## config.mk

```make
export PLATFORM = sky130hd
export DESIGN_NAME = spm_arbiter
export DESIGN_NICKNAME = d
export VERILOG_FILES = /design/src/rtl/spm_arbiter.sv
export SDC_FILE = /design/constraint.sdc
export NUM_CORES = 1
export LEC_CHECK = 0
export BUFFER_PORTS_ARGS = -buffer_cell sky130_fd_sc_hd__buf_2
export CAP_MARGIN = 5
export CORE_AREA = 3 3 91 93
export CTS_BUF_LIST = sky130_fd_sc_hd__clkbuf_4
export CTS_CLUSTER_DIAMETER = 50
export CTS_CLUSTER_SIZE = 16
export DETAILED_ROUTE_END_ITERATION = 16
export DIE_AREA = 0 0 94 96
export PLACE_DENSITY = 0.73
export SKIP_LAST_GASP = 1
export SYNTH_ARGS = -nofsm -noshare
export SYNTH_HDL_FRONTEND = slang
export SYNTH_SLANG_ARGS = --single-unit
export TNS_END_PERCENT = 100
```

## constraint.sdc

```tcl
create_clock -name clk -period 5.2 [get_ports clk]
set_input_delay 0.52 -clock clk [delete_from_list [all_inputs] [get_ports clk]]
set_output_delay 0.52 -clock clk [all_outputs]
set_load 0.03 [all_outputs]
```

## src/rtl/spm_arbiter.sv

```systemverilog
// Two-port round-robin arbiter in front of a 64x32 byte-enabled scratchpad.
// One command per cycle, registered single-cycle response, bounded run length under contention.
module spm_arbiter #(
  parameter int unsigned MAX_RUN = 4
) (
  input  logic        clk,
  input  logic        reset,
  input  logic [1:0]  io_m0_Cmd,
  input  logic [7:0]  io_m0_Addr,
  input  logic [31:0] io_m0_Data,
  input  logic [3:0]  io_m0_ByteEn,
  output logic        io_s0_CmdAccept,
  output logic [1:0]  io_s0_Resp,
  output logic [31:0] io_s0_Data,
  input  logic [1:0]  io_m1_Cmd,
  input  logic [7:0]  io_m1_Addr,
  input  logic [31:0] io_m1_Data,
  input  logic [3:0]  io_m1_ByteEn,
  output logic        io_s1_CmdAccept,
  output logic [1:0]  io_s1_Resp,
  output logic [31:0] io_s1_Data,
  output logic [7:0]  io_spm_M_Addr,
  output logic [31:0] io_spm_M_Data,
  output logic [3:0]  io_spm_M_ByteEn,
  output logic        io_spm_M_We,
  input  logic [31:0] io_spm_S_Data
);
  localparam logic [1:0] CMD_WR    = 2'b01;
  localparam logic [1:0] CMD_RD    = 2'b10;
  localparam logic [1:0] RESP_NULL = 2'b00;
  localparam logic [1:0] RESP_DVA  = 2'b01;
  localparam logic [3:0] RUN_LIM   = 4'(MAX_RUN);

  logic        owner;
  logic [3:0]  run_cnt;
  logic        resp_valid;
  logic        resp_port;
  logic [31:0] resp_data;

  logic        req0, req1, gnt, gnt_port;
  logic [1:0]  g_cmd;
  logic [7:0]  g_addr;
  logic [31:0] g_data;
  logic [3:0]  g_be;

  always_comb begin
    req0     = (io_m0_Cmd == CMD_WR) || (io_m0_Cmd == CMD_RD);
    req1     = (io_m1_Cmd == CMD_WR) || (io_m1_Cmd == CMD_RD);
    gnt      = (req0 || req1) && !reset;
    // Tie goes to the owner until it has used up its run, then flips.
    if (req0 && req1) gnt_port = (run_cnt < RUN_LIM) ? owner : ~owner;
    else              gnt_port = req1;
    g_cmd  = gnt_port ? io_m1_Cmd    : io_m0_Cmd;
    g_addr = gnt_port ? io_m1_Addr   : io_m0_Addr;
    g_data = gnt_port ? io_m1_Data   : io_m0_Data;
    g_be   = gnt_port ? io_m1_ByteEn : io_m0_ByteEn;
  end

  assign io_s0_CmdAccept = gnt && !gnt_port;
  assign io_s1_CmdAccept = gnt &&  gnt_port;

  assign io_spm_M_Addr   = gnt ? g_addr : '0;
  assign io_spm_M_Data   = gnt ? g_data : '0;
  assign io_spm_M_ByteEn = gnt ? g_be   : '0;
  assign io_spm_M_We     = gnt && (g_cmd == CMD_WR);

  // Gating with reset drops a response that was in flight when reset arrived.
  logic rsp0, rsp1;
  assign rsp0 = resp_valid && !reset && !resp_port;
  assign rsp1 = resp_valid && !reset &&  resp_port;

  assign io_s0_Resp = rsp0 ? RESP_DVA : RESP_NULL;
  assign io_s1_Resp = rsp1 ? RESP_DVA : RESP_NULL;
  assign io_s0_Data = rsp0 ? resp_data : '0;
  assign io_s1_Data = rsp1 ? resp_data : '0;

  always_ff @(posedge clk) begin
    if (reset) begin
      owner      <= 1'b0;
      run_cnt    <= '0;
      resp_valid <= 1'b0;
      resp_port  <= 1'b0;
      resp_data  <= '0;
    end else begin
      resp_valid <= gnt;
      resp_port  <= gnt_port;
      resp_data  <= (gnt && g_cmd == CMD_RD) ? io_spm_S_Data : '0;
      if (!gnt) begin
        run_cnt <= '0;
      end else if (gnt_port == owner) begin
        run_cnt <= (run_cnt == 4'hf) ? run_cnt : run_cnt + 4'd1;
      end else begin
        owner   <= gnt_port;
        run_cnt <= 4'd1;
      end
    end
  end
endmodule

```

==> impl_results.md <==
- Initial DRC Count: 84
- Deepest clock path buffer count: 2
- Commonest non-fill, non-tap cells in the layout: buf_2, and2_1, inv_1, nand2_1, o32ai_1
- Routed WL: 8.66 mm
- CP Max Fanout: 47
- Hold WC Path Type: in2reg
- Worst Path Buf+Inv: 1
- FFs w/ async S/R, synth: 0%
- Largest net degree at the start of global routing: 54
- Ant diodes: 0
- Ys Warns: 0
- CTS H-tree depth: 2
- FMAX: 321 MHz
- Initial antenna violation count: 0
- Clock sink total: 39
- Die X: 94 µm
- Combinational fraction of design power: 36.9%
- DR top layer: met4
- Final period utilization: 59.9%
- I/O Pins: 241
- Crit path launch type: flop
- Clock power frac: 24.0%
- Crit end category: output pin
- Routed Antenna Nets: 0
- Top_reg_cell synth: dfxtp_1
- CTS tree: done
- Sw power: 305 µW
- Status: complete, no violations
- Setup violations, final: 0
- Lkg Pwr: 2.25 nW
- Final TNS setup: 0 ns
- Share of cells above drive strength 1: 44.6%
- Syn avg cell area: 7.40 µm²
- Mapped Area: 2590 µm²
- Global Route Usage Sum: 17.3%
- Setup Buffers After CTS: 0
- Remaining Overflow, GRT: 0
- Die Area: 9020 µm²
- Most common library cell in the layout ignoring fill and taps: buf_2
- Hold Fails Final Rpt: 0
- CTS Buf Count: 5
- DRT met1 WL: 3.42 mm
- Sequential cell area fraction in the yosys report: 30.2%
- Worst r2r path cells: 4
- Layout Nets: 693
- CP max-delay cell: o21ai_4
- Delay-heaviest family, CP: compound AO/OA/AOI/OAI gates
- Post-route DRC: 0
- Crit path time final: 3.12 ns
- Delay of the slowest critical-path stage: 0.82 ns
- First-pass GRT wire length: 12.6 mm
- Post-synth EDFFs: 0
- Core area: 7610 µm²
- Worst vdd ir: 0.0842 mV
- Port-buffer cells: 238
- HPWL Detailed: 7.11 mm
- GPL Wtd Cong: 0.799
- RSZ-0062 raised after global routing: no
- Power Internal: 519 µW
- CTS hold repair buffers: 0
- Routed wire length on met2: 4.31 mm
- Vias in the first global route: 2706
- Met3 WL: 792 µm
- CTS root buffer: clkbuf_4
- Drt first pass iters: 4
- Distinct cell type count after synthesis: 32
- WP data arrival: 2.60 ns
- Worst Hold Path Cells: 2
- Slew Viols, Final: 0
- Pwr/cell area: 213 nW/µm²
- Initial Util: 34.0%
- Worst Path Class, Setup: reg2out
- Worst slew margin: 28.2%
- Clk Latency, worst-skew pair: 0.34 ns
- Die height: 96 µm
- Max Cap Viol: 0
- Worst path depth: 5
- Synthesis-to-layout area growth: 49.2%
- Clk_skew: 0.0119 ns
- Gate Count Post-Synth: 350
- Drt via density: 4.68
- Hold WS: 0.371 ns
- WP data required: 4.68 ns
- Tightest Pin Transition: 1.07 ns
- Via count: 3128
- Row count: 32
- Routed wire per std cell: 12.9 µm
- Resized Gates After CTS: 0
- Clk pin slew, worst setup/hold paths: 0.12 ns
- Sw Ratio: 37.0%
- CP cell instances: or3_1 -> and2_4 -> o21ai_4 -> o32ai_1 -> buf_2
- Sequential share of power: 39.2%
- #FFs+latches synth: 39
## flip-flops by register name (all words and copies together), names as in the netlist
signal / count
resp_port: 1
resp_valid: 1
resp_data: 32
run_cnt: 4
owner: 1
## worst paths after layout
path	from	slack (ns)	endpoint
max	run_cnt[3]	2.08	io_spm_M_Data[16]
min	io_spm_S_Data[22]	0.37	resp_data[22]
min reg2reg	owner	0.55	owner
max reg2reg	run_cnt[3]	3.11	owner
## cell type report
cell class                      instances  area (µm²)
Clock inverter                          3        38.8
Timing Repair Buffer                  242        1220
Tap cell                              102         128
Sequential cell                        39         781
Clock buffer                            5        37.5
Inverter                               46         173
Fill cell                             776        3740
Multi-Input combinational cell        232        1480
## cell usage after synthesis (2+ instances only)
cell / instances / share of area, %
o32ai_1: 44 / 15
nand2_1: 46 / 6.7
xnor2_1: 3 / 1.0
nand3_1: 2 / 0.39
dfxtp_1: 39 / 30
a211oi_1: 2 / 0.58
clkbuf_1: 22 / 3.2
xor2_1: 2 / 0.68
nor3b_1: 2 / 0.58
buf_4: 4 / 1.2
inv_1: 46 / 6.7
buf_6: 3 / 1.3
nor2_1: 7 / 1.0
nor3_1: 2 / 0.39
a21oi_1: 5 / 0.97
and2_1: 96 / 23
nor2b_1: 2 / 0.48
o21ai_0: 5 / 0.97
buf_2: 5 / 0.97
## per-layer routing
metal,global-route usage (%),vias up
li1,-,1572
met5,0,-
met2,31.8,161
met3,3.75,12
met1,20.0,1383
met4,5.05,0
## power groups by stage
stage | clock network (mW) | registers (mW) | logic [mW]
after floorplan | 0 | 0.326 | 0.202
after global placement | 0 | 0.329 | 0.299
after detailed placement | 0 | 0.329 | 0.305
after CTS | 0.203 | 0.323 | 0.306
after global routing | 0.215 | 0.325 | 0.328
final | 0.198 | 0.323 | 0.304
## cell families after synthesis
logic type	share of synthesized area, %
and+or+nand+nor	33.5
buffers and inverters	13.3
AOI/OAI and AO/OA	20.3
DFF	30.2
xor gates and xnor gates	1.69
adders and majority gates	0.483
other	0.145
muxes	0.387
## through the flow
step	utilization, %	std cells	worst slack [ns]	cell area, µm²	power [mW]
6_report	50.8	669	2.08	3860	0.824
5_1_grt	50.8	669	1.89	3860	0.868
4_1_cts	50.8	669	2.05	3860	0.832
3_5_place_dp	49.8	661	2.35	3790	0.635
3_3_place_gp	49.8	661	2.44	3790	0.628
2_1_floorplan	-	351	2.56	2590	0.528
No activity file was read; power rests on OpenSTA's default activity.
